==> config.mk <==
export PLATFORM = sky130hd
export DESIGN_NAME = bf_seq_gen
export DESIGN_NICKNAME = d
export VERILOG_FILES = /design/src/rtl/bf_seq_gen.sv
export SDC_FILE = /design/constraint.sdc
export NUM_CORES = 1
export LEC_CHECK = 0
export CORE_MARGIN = 2
export CORE_UTILIZATION = 47
export CTS_CLUSTER_DIAMETER = 30
export DETAILED_ROUTE_END_ITERATION = 10
export PLACE_DENSITY = 0.78
export SETUP_SLACK_MARGIN = 0.02
export SLEW_MARGIN = 20
export SYNTH_ARGS = -nofsm -noshare
export SYNTH_HDL_FRONTEND = slang
export SYNTH_SLANG_ARGS = --single-unit
==> constraint.sdc <==
create_clock -name clk -period 2.45 [get_ports clk]
set_input_delay 0.735 -clock clk [delete_from_list [all_inputs] [get_ports clk]]
set_output_delay 0.735 -clock clk [all_outputs]
set_load 0.02 [all_outputs]
==> src/rtl/bf_seq_gen.sv <==
// Throttled producer sequence generator: emits cfg_count incrementing data words on a
// srdy/drdy handshake, with offers gated by a rotating srdy_pat throttle pattern.
module bf_seq_gen #(
  parameter int unsigned width   = 8,
  parameter int unsigned abits   = 3,
  parameter int unsigned pat_dep = 8
) (
  input  logic               clk,
  input  logic               reset_n,
  input  logic               start,
  input  logic [15:0]        cfg_count,
  input  logic [width-1:0]   cfg_seed,
  input  logic [abits-1:0]   cfg_addr,
  input  logic [pat_dep-1:0] srdy_pat,
  output logic               p_srdy,
  input  logic               p_drdy,
  output logic [abits-1:0]   p_addr,
  output logic [width-1:0]   p_data,
  output logic               done,
  output logic [15:0]        xfer_cnt
);

  localparam int unsigned PtrW = (pat_dep > 1) ? $clog2(pat_dep) : 1;

  typedef enum logic [1:0] {
    StIdle,
    StRun,
    StDone
  } state_e;

  state_e           state_q, state_d;
  logic [15:0]      count_q, count_d;
  logic [15:0]      xfer_cnt_q, xfer_cnt_d;
  logic [width-1:0] p_data_q, p_data_d;
  logic [abits-1:0] p_addr_q, p_addr_d;
  logic             p_srdy_q, p_srdy_d;
  logic             done_q, done_d;
  logic [PtrW-1:0]  ptr_q, ptr_d;

  logic            hold;
  logic            xfer;
  logic [PtrW-1:0] ptr_inc;

  // An offered word that the consumer has not accepted freezes data, valid and the pattern.
  assign hold    = p_srdy_q & ~p_drdy;
  assign xfer    = p_srdy_q & p_drdy;
  assign ptr_inc = (ptr_q == PtrW'(pat_dep - 1)) ? '0 : ptr_q + PtrW'(1);

  always_comb begin
    state_d    = state_q;
    count_d    = count_q;
    xfer_cnt_d = xfer_cnt_q;
    p_data_d   = p_data_q;
    p_addr_d   = p_addr_q;
    p_srdy_d   = p_srdy_q;
    done_d     = done_q;
    ptr_d      = ptr_q;

    unique case (state_q)
      StIdle, StDone: begin
        p_srdy_d = 1'b0;
        if (start) begin
          state_d    = StRun;
          count_d    = cfg_count;
          p_data_d   = cfg_seed;
          p_addr_d   = cfg_addr;
          xfer_cnt_d = '0;
          ptr_d      = '0;
          done_d     = 1'b0;
        end
      end

      StRun: begin
        if (!hold) begin
          if (xfer) begin
            p_data_d   = p_data_q + width'(1);
            xfer_cnt_d = xfer_cnt_q + 16'd1;
          end
          ptr_d = ptr_inc;
          // No words left after this edge: covers both the final transfer and cfg_count == 0.
          if (xfer_cnt_d == count_q) begin
            state_d  = StDone;
            done_d   = 1'b1;
            p_srdy_d = 1'b0;
          end else begin
            p_srdy_d = srdy_pat[ptr_q];
          end
        end
      end

      default: begin
        state_d  = StIdle;
        p_srdy_d = 1'b0;
      end
    endcase
  end

  always_ff @(posedge clk or negedge reset_n) begin
    if (!reset_n) begin
      state_q    <= StIdle;
      count_q    <= '0;
      xfer_cnt_q <= '0;
      p_data_q   <= '0;
      p_addr_q   <= '0;
      p_srdy_q   <= 1'b0;
      done_q     <= 1'b0;
      ptr_q      <= '0;
    end else begin
      state_q    <= state_d;
      count_q    <= count_d;
      xfer_cnt_q <= xfer_cnt_d;
      p_data_q   <= p_data_d;
      p_addr_q   <= p_addr_d;
      p_srdy_q   <= p_srdy_d;
      done_q     <= done_d;
      ptr_q      <= ptr_d;
    end
  end

  assign p_srdy   = p_srdy_q;
  assign p_data   = p_data_q;
  assign p_addr   = p_addr_q;
  assign done     = done_q;
  assign xfer_cnt = xfer_cnt_q;

endmodule

==> PnR_summary.wiki, run 1 <==
{| class="wikitable"
! Metric !! Value
|-
| Via density per instance || between 5 and 6
|-
| Sequence of cells on the critical path || buf_4 -> clkdlybuf4s50_1
|-
| Count of different cell masters after synthesis || between 40 and 50
|-
| Data arrival time at the worst-slack endpoint || about 1600 ps
|-
| Core occupancy in the finished layout || approximately 67%
|-
| Path type of the worst min-delay path || input port to async pin
|-
| Clock transition at the registers of the reported paths || approximately 90 ps
|-
| Number of I/O port buffers || 67
|-
| Wire length after detailed routing || approximately 8000 um
|-
| Boundary pin count || 68
|-
| FILL cells || roughly 470
|-
| WP data required || 1710 ps
|-
| Total power divided by cell area || slightly below 1000 mW/mm^2
|-
| Leakage dissipation || roughly 1.7 nW
|-
| Die height || between 80 and 90 um
|-
| Final Worst Setup Slack || between 100 and 150 ps
|-
| Max Used Layer || met4
|-
| Placed cell count || between 500 and 600
|-
| CP Capture Type || output pin
|-
| VDD IR max || between 0.0006 and 0.0007 V
|-
| Mapped Nets || 401
|-
| Number of warnings reported in the yosys synthesis log || 0
|-
| Post-layout net count || approximately 480
|-
| GP Congestion || between 0.8 and 0.9
|-
| Cell Area, Synth || 0.00297 mm^2
|-
| Wire length of the first global-routing pass || between 10000 and 15000 um
|-
| Worst setup slack for register-to-register paths || around 230 ps
|-
| Area growth from synthesis to final layout || 35.8%
|-
| Post-synth EDFFs || 0
|-
| Most frequent standard cell in the layout excluding fill and tap cells || sky130_fd_sc_hd__nand2_1
|-
| DRC viols || 0
|-
| Floorplan core area || 0.00603 mm^2
|-
| Detailed-router iteration count before antenna repair || 5
|-
| Place WS || -484 ps
|-
| Fraction of layout cells with a size suffix above 1 || between 10% and 20%
|-
| Routed wl met3 || 384 um
|-
| Total global-route track usage || 23.5%
|-
| Routed wire per std cell || around 15 um
|-
| Floorplan die width || around 83 um
|-
| Number of hold violations in the final report || 0
|-
| Max transition margin || between 60% and 70%
|-
| F_max || 0.434 GHz
|-
| Sequential area share after synthesis || 42.1%
|-
| Row cnt || 28
|-
| Crit share post-route || ~94%
|-
| Vias in the first global route || about 2900
|-
| Category of the critical setup timing path || flip-flop to output pin
|-
| Avg Inst Size Synth || 8.30 um^2
|-
| Min Tclk post-route || approximately 2300 ps
|-
| Number of clock sinks seen by CTS || 50
|-
| Actual transition at the worst max-transition pin || about 490 ps
|-
| Total grt overflow || 0
|-
| Mapped Cells || 358
|-
| Number of buffers on the longest clock path || 2
|-
| Number of violations of the max-capacitance limit || 0
|-
| #FFs+latches synth || 50
|-
| Number of antenna violations at the first check in global routing || 0
|-
| Later-pin clock latency in the skew report || about 310 ps
|-
| Post-route insts no fill || a little over 500
|-
| Share of flip-flops with an asynchronous set or reset after synthesis || 100%
|-
| Unrepaired setup endpoints after global routing || false
|-
| Peak per-stage delay on the critical path || 610 ps
|-
| Die area || about 0.0070 mm^2
|-
| Count of pins over their slew limit || 0
|-
| Count of antenna-violating nets left after detailed routing || 0
|-
| Critical Path Source Type || flip-flop
|-
| Count of vias placed by the detailed router || ~3000
|-
| Final Total Pwr || a little under 4 mW
|-
| Initial core utilization || between 40% and 50%
|-
| Top flip-flop cell by instance count after synthesis || sky130_fd_sc_hd__dfrtp_1
|-
| CTS Root Cell || sky130_fd_sc_hd__clkbuf_8
|-
| Final setup skew || 5.61 ps
|-
| Detailed-routed wire length on met2 || ~3900 um
|-
| CTS tree || done
|-
| HPWL after DPL || 5840 um
|-
| Finish-stage setup viols || 0
|-
| Number of buffers inserted during clock tree synthesis || 5
|-
| Highest fanout seen on the critical path || 9
|-
| Slowest CP cell || sky130_fd_sc_hd__clkdlybuf4s50_1
|-
| Hold-fix buffers, CTS || 0
|-
| Initial detailed-routing violation count || between 150 and 200
|-
| Largest net degree at the start of global routing || 32
|-
| CTS H-tree depth || 2
|-
| Length of routed wiring on met1 || approximately 3400 um
|-
| Inserted Diodes || 0
|-
| Status || completed
|-
| Most used cells in the layout excluding fill and tap cells || sky130_fd_sc_hd__nand2_1, sky130_fd_sc_hd__clkdlybuf4s50_1, sky130_fd_sc_hd__dfrtp_1
|}
state kept, by name, indices dropped and copies added, names as in the netlist:
name	count
p_addr	3
done	1
count_q	16
ptr_q	3
p_data	8
state_q	2
xfer_cnt	16
p_srdy	1
cell families (layout without fill, tap and decap cells):
logic type | Yosys count | count (layout) | share of synthesized area, %
AO/OA/AOI/OAI | 81 | 81 | 16.5
XOR/XNOR | 18 | 18 | 5.31
adder cells (fa/ha/maj) | 4 | 4 | 1.68
buffers and inverters | 26 | 109 | 3.50
flip-flops | 50 | 50 | 42.1
multiplexers | 5 | 5 | 2.53
AND/OR/NAND/NOR | 174 | 174 | 28.4
cells in the mapped netlist (2+ instances only):
| cell type | n | area share [%] |
|---|---|---|
| sky130_fd_sc_hd__xor2_1 | 8 | 2.4 |
| sky130_fd_sc_hd__inv_1 | 3 | 0.38 |
| sky130_fd_sc_hd__o22ai_1 | 6 | 1.3 |
| sky130_fd_sc_hd__o31ai_1 | 9 | 2.3 |
| sky130_fd_sc_hd__nor2_1 | 28 | 3.5 |
| sky130_fd_sc_hd__a31oi_1 | 4 | 0.84 |
| sky130_fd_sc_hd__dfrtp_1 | 50 | 42 |
| sky130_fd_sc_hd__a21oi_1 | 20 | 3.4 |
| sky130_fd_sc_hd__o21ai_0 | 28 | 4.7 |
| sky130_fd_sc_hd__nand2b_1 | 4 | 0.84 |
| sky130_fd_sc_hd__nor2b_1 | 9 | 1.9 |
| sky130_fd_sc_hd__ha_1 | 4 | 1.7 |
| sky130_fd_sc_hd__nand2_1 | 83 | 10 |
| sky130_fd_sc_hd__nor3b_1 | 3 | 0.76 |
| sky130_fd_sc_hd__mux2i_1 | 3 | 1.0 |
| sky130_fd_sc_hd__nor4_1 | 6 | 1.3 |
| sky130_fd_sc_hd__o41ai_1 | 2 | 0.59 |
| sky130_fd_sc_hd__clkbuf_1 | 17 | 2.1 |
| sky130_fd_sc_hd__and4_1 | 2 | 0.59 |
| sky130_fd_sc_hd__xnor2_1 | 10 | 2.9 |
| sky130_fd_sc_hd__nand3_1 | 16 | 2.7 |
| sky130_fd_sc_hd__and3_1 | 3 | 0.63 |
| sky130_fd_sc_hd__buf_2 | 5 | 0.84 |
| sky130_fd_sc_hd__nand4_1 | 7 | 1.5 |
| sky130_fd_sc_hd__a22o_1 | 2 | 0.59 |
| sky130_fd_sc_hd__nor3_1 | 5 | 0.84 |
| sky130_fd_sc_hd__mux4_2 | 2 | 1.5 |
worst max-delay path: cells and delay by family, from the launching register on:
family | cells | cell delay, ps
flops | 1 | 470
buf+inv | 2 | 790
routing by layer:
layer,global-route usage [%],up-vias
met1,31.4,1447
met2,38.7,100
li1,-,1428
met4,8.94,0
met5,0,-
met3,3.26,15
through the flow:
stage                     area [um^2]  setup TNS (ps)  hold slack [ps]
after floorplan                  2970               0              439
after global placement           3910           -1840              458
after detailed placement         3910           -2060              466
after CTS                        4030               0              379
after global routing             4040               0              404
final                            4040               0              374
power by group:
group / switching (mW) / internal (mW) / total (mW)
clock network: 0.286 / 0.228 / 0.514
logic: 1.07 / 0.959 / 2.03
registers: 0.310 / 1.11 / 1.42
worst paths after layout:
check,startpoint,end,cells after the start
setup reg to reg,xfer_cnt[3],state_q[0],8
min in group clk,p_addr[2],p_addr[2],2
max in group asynchronous,reset_n,count_q[3],2
hold reg to reg,p_addr[2],p_addr[2],2
setup / recovery,xfer_cnt[8],xfer_cnt[8],2
hold / removal,reset_n,p_addr[2],1
layout make-up:
| type | instances | area, um^2 | area share [%] |
|---|---|---|---|
| clock inverter | 2 | 12.5 | 0.310 |
| timing repair buffer | 98 | 935 | 23.2 |
| multi-input combinational | 282 | 1650 | 40.8 |
| inverter | 3 | 11.3 | 0.279 |
| tap | 75 | 93.8 | 2.33 |
| sequential | 50 | 1250 | 31.0 |
| clock buffer | 6 | 82.6 | 2.05 |
repair_timing:
action	4_1_cts	5_1_grt
hold endpoints to repair	0	0
endpoints found under the setup margin	4	1
setup buffers	0	0
resized for setup	7	1
pin swaps	2	0
No activity file was read; power rests on OpenSTA's default activity.
==> run 2, diff against run 1 <==
--- a/config.mk
+++ b/config.mk
@@ -7,7 +7,7 @@
 export LEC_CHECK = 0
 export CORE_MARGIN = 2
 export CORE_UTILIZATION = 47
-export CTS_CLUSTER_DIAMETER = 30
+export CTS_CLUSTER_DIAMETER = 100
 export DETAILED_ROUTE_END_ITERATION = 10
 export PLACE_DENSITY = 0.78
 export SETUP_SLACK_MARGIN = 0.02
==> results of run 2 <==
Final layout, timing and power as in run 1 (identical DEF).
==> run 3, diff against run 2 <==
--- a/config.mk
+++ b/config.mk
@@ -6,10 +6,11 @@
 export NUM_CORES = 1
 export LEC_CHECK = 0
 export CORE_MARGIN = 2
-export CORE_UTILIZATION = 47
+export CORE_UTILIZATION = 28
 export CTS_CLUSTER_DIAMETER = 100
 export DETAILED_ROUTE_END_ITERATION = 10
-export PLACE_DENSITY = 0.78
+export HOLD_SLACK_MARGIN = 0.03
+export PLACE_DENSITY = 0.52
 export SETUP_SLACK_MARGIN = 0.02
 export SLEW_MARGIN = 20
 export SYNTH_ARGS = -nofsm -noshare
==> constraint.sdc (replaced) <==
create_clock -name clk -period 2.4 [get_ports clk]
set_input_delay 0.72 -clock clk [delete_from_list [all_inputs] [get_ports clk]]
set_output_delay 0.72 -clock clk [all_outputs]
set_load 0.02 [all_outputs]
==> run 3 against run 2 <==
Combinational power barely moved; largest cell class unchanged; power up 3.6%; critical path depth did not move; highest routed layer unchanged; critical endpoint is now p_srdy; non-clock buffer count increased by 5; utilization decreased by 27 points; first-iteration DRC count is 35% lower.
==> PnR_summary.wiki, run 3 (same netlist as run 1, synthesis figures left out) <==
{| class="wikitable"
! Metric !! Value
|-
| Final worst hold slack || 485 ps (+111 ps)
|-
| Post-layout net count || 488 (+1.0%)
|-
| Count of vias placed by the detailed router || 2900 (-3.0%)
|-
| Floorplan core area || 0.0103 mm^2 (+71%)
|-
| Count of pins over their slew limit || 0 (unchanged)
|-
| CTS H-tree depth || 2 (unchanged)
|-
| Core occupancy in the finished layout || 40.3% (-27 points)
|-
| Floorplan die width || 107 um (+28%)
|-
| Inserted Diodes || 0 (unchanged)
|-
| WP data required || 1680 ps (-30 ps)
|-
| Fraction of layout cells with a size suffix above 1 || 13.7% (+1.7 points)
|-
| Clock transition at the registers of the reported paths || 100 ps (about the same)
|-
| Number of buffers on the longest clock path || 2 (unchanged)
|-
| Min Tclk post-route || roughly 2300 ps
|-
| Most used cells in the layout excluding fill and tap cells || sky130_fd_sc_hd__nand2_1, sky130_fd_sc_hd__clkdlybuf4s50_1, sky130_fd_sc_hd__dfrtp_1
|-
| Via density per instance || 4.98 (-14%)
|-
| Critical Path Source Type || flip-flop
|-
| Count of antenna-violating nets left after detailed routing || 0 (unchanged)
|-
| Final Total Pwr || 4.11 mW (+3.6%)
|-
| Crit share post-route || just under 100%
|-
| GP Congestion || 0.896 (+1.2%)
|-
| Finish-stage setup viols || 0 (unchanged)
|-
| Final setup TNS || 0 ps (unchanged)
|-
| DP Area || 0.00400 mm^2 (+2.3%)
|-
| Boundary pin count || 68 (unchanged)
|-
| Most frequent standard cell in the layout excluding fill and tap cells || sky130_fd_sc_hd__nand2_1
|-
| Initial core utilization || 28.8% (-21 points)
|-
| Path type of the worst min-delay path || flip-flop to flip-flop
|-
| Total power divided by cell area || 988 mW/mm^2 (+0.54%)
|-
| Number of setup buffers added after CTS || 0 (unchanged)
|-
| Number of clock sinks seen by CTS || 50 (unchanged)
|-
| Unrepaired setup endpoints after global routing || false
|-
| GRT Max-Usage Layer || met2
|-
| Area growth from synthesis to final layout || 40.0%
|-
| Number of buffers inserted during clock tree synthesis || 5 (unchanged)
|-
| F_max || approximately 0.43 GHz
|-
| Later-pin clock latency in the skew report || 300 ps (about the same)
|-
| Number of hold violations in the final report || 0 (unchanged)
|-
| Place WS || -657 ps (-173 ps)
|-
| Placed cell count || 574 (+13%)
|-
| Vias in the first global route || 2912 (+0.24%)
|-
| Data arrival time at the worst-slack endpoint || 1600 ps (+30 ps)
|-
| Number of violations of the max-capacitance limit || 0 (unchanged)
|-
| Final Worst Setup Slack || 81.6 ps (-62.2 ps)
|-
| Routed wire per std cell || 14.6 um (-5.3%)
|-
| Category of the critical setup timing path || flip-flop to output pin
|-
| Row cnt || 37 (+32%)
|-
| Total global-route track usage || 15.6% (-7.9 points)
|-
| CTS Root Cell || sky130_fd_sc_hd__clkbuf_8
|-
| Leakage dissipation || 1.77 nW (+1.9%)
|-
| Status || completed
|-
| Largest net degree at the start of global routing || 51 (+59%)
|-
| Actual transition at the worst max-transition pin || 647 ps (+159 ps)
|-
| Final instance area || 0.00416 mm^2 (+3.1%)
|-
| Max transition margin || 56.9% (-11 points)
|-
| Number of antenna violations at the first check in global routing || 0 (unchanged)
|-
| Die area || 0.0114 mm^2 (+64%)
|-
| Post-route insts no fill || 582 (+13%)
|-
| Die height || 107 um (+28%)
|-
| Final setup skew || 5.84 ps (+0.231 ps)
|-
| Met3 layer usage reported by global route || 2.43% (-0.83 points)
|-
| CTS tree || done
|-
| FILL cells || 1027 (+120%)
|-
| Global-route track usage on met1 || 21.2% (-10 points)
|-
| VDD IR max || 0.000351 V (-42%)
|-
| Initial detailed-routing violation count || 125 (-35%)
|-
| DRC viols || 0 (unchanged)
|-
| Number of I/O port buffers || 67 (unchanged)
|-
| Wire length after detailed routing || 8480 um (+6.8%)
|-
| Global Route met2 Usage || 25.6% (-13 points)
|-
| Detailed-router iteration count before antenna repair || 4 (-1)
|-
| Highest fanout seen on the critical path || 10 (+1)
|-
| CP Capture Type || output pin
|-
| Total grt overflow || 0 (unchanged)
|-
| HPWL after DPL || 6360 um (+8.9%)
|-
| Wire length of the first global-routing pass || 14300 um (+6.0%)
|}
==> run 3: changes by cell type in the layout (fill, tap and decap cells not counted), moves of 2 or more <==
cell	previous run	this run
sky130_fd_sc_hd__buf_4	28	35
sky130_fd_sc_hd__buf_12	3	1
sky130_fd_sc_hd__dfrtp_2	1	3
sky130_fd_sc_hd__dfrtp_1	49	47
==> run 3: path summary, 6_finish.rpt <==
check / to / start / slack (ps) / cells past startpoint
setup / recovery: p_srdy / p_srdy / 80 / 2
hold / removal: p_addr[0] / p_addr[0] / 480 / 2
setup reg to reg: p_srdy / xfer_cnt[11] / 200 / 7
hold reg to reg: p_addr[0] / p_addr[0] / 480 / 2
max in group asynchronous: xfer_cnt[9] / reset_n / 1420 / 2
min in group asynchronous: count_q[5] / reset_n / 510 / 2
==> run 3: cell type report <==
type / count / area (um^2) / share of cell area, %
multi-input cells: 282 / 1670 / 40.1
flip-flops and latches: 50 / 1250 / 30.2
repair buffers: 103 / 943 / 22.7
well taps: 136 / 170 / 4.09
clock buffers: 6 / 72.6 / 1.74
clock inverters: 2 / 37.5 / 0.903
inverters: 3 / 11.3 / 0.271
==> run 3: metal layers <==
layer | vias to the layer above | routed length (um)
met5 | - | 0
met3 | 4 | 277
met1 | 1407 | 4050
met2 | 52 | 4080
met4 | 0 | 75
li1 | 1437 | -
==> run 3: critical path: stages (launching register included) <==
cell                              delay [ps]
sky130_fd_sc_hd__dfrtp_1                 460
sky130_fd_sc_hd__buf_4                   210
sky130_fd_sc_hd__clkdlybuf4s50_1         620
==> run 3: timing repair <==
| item | 4_1_cts | 5_1_grt |
|---|---|---|
| hold buffers | 0 | 0 |
| endpoints found under the setup margin | 5 | 4 |
| pin swaps | 1 | 2 |
| resized for setup | 6 | 10 |
==> run 3: power breakdown <==
group          total, mW  internal, mW  switching [mW]
sequential          1.46          1.13           0.323
combinational       2.05         0.963            1.09
clock              0.602         0.312           0.291
total               4.11          2.41            1.70
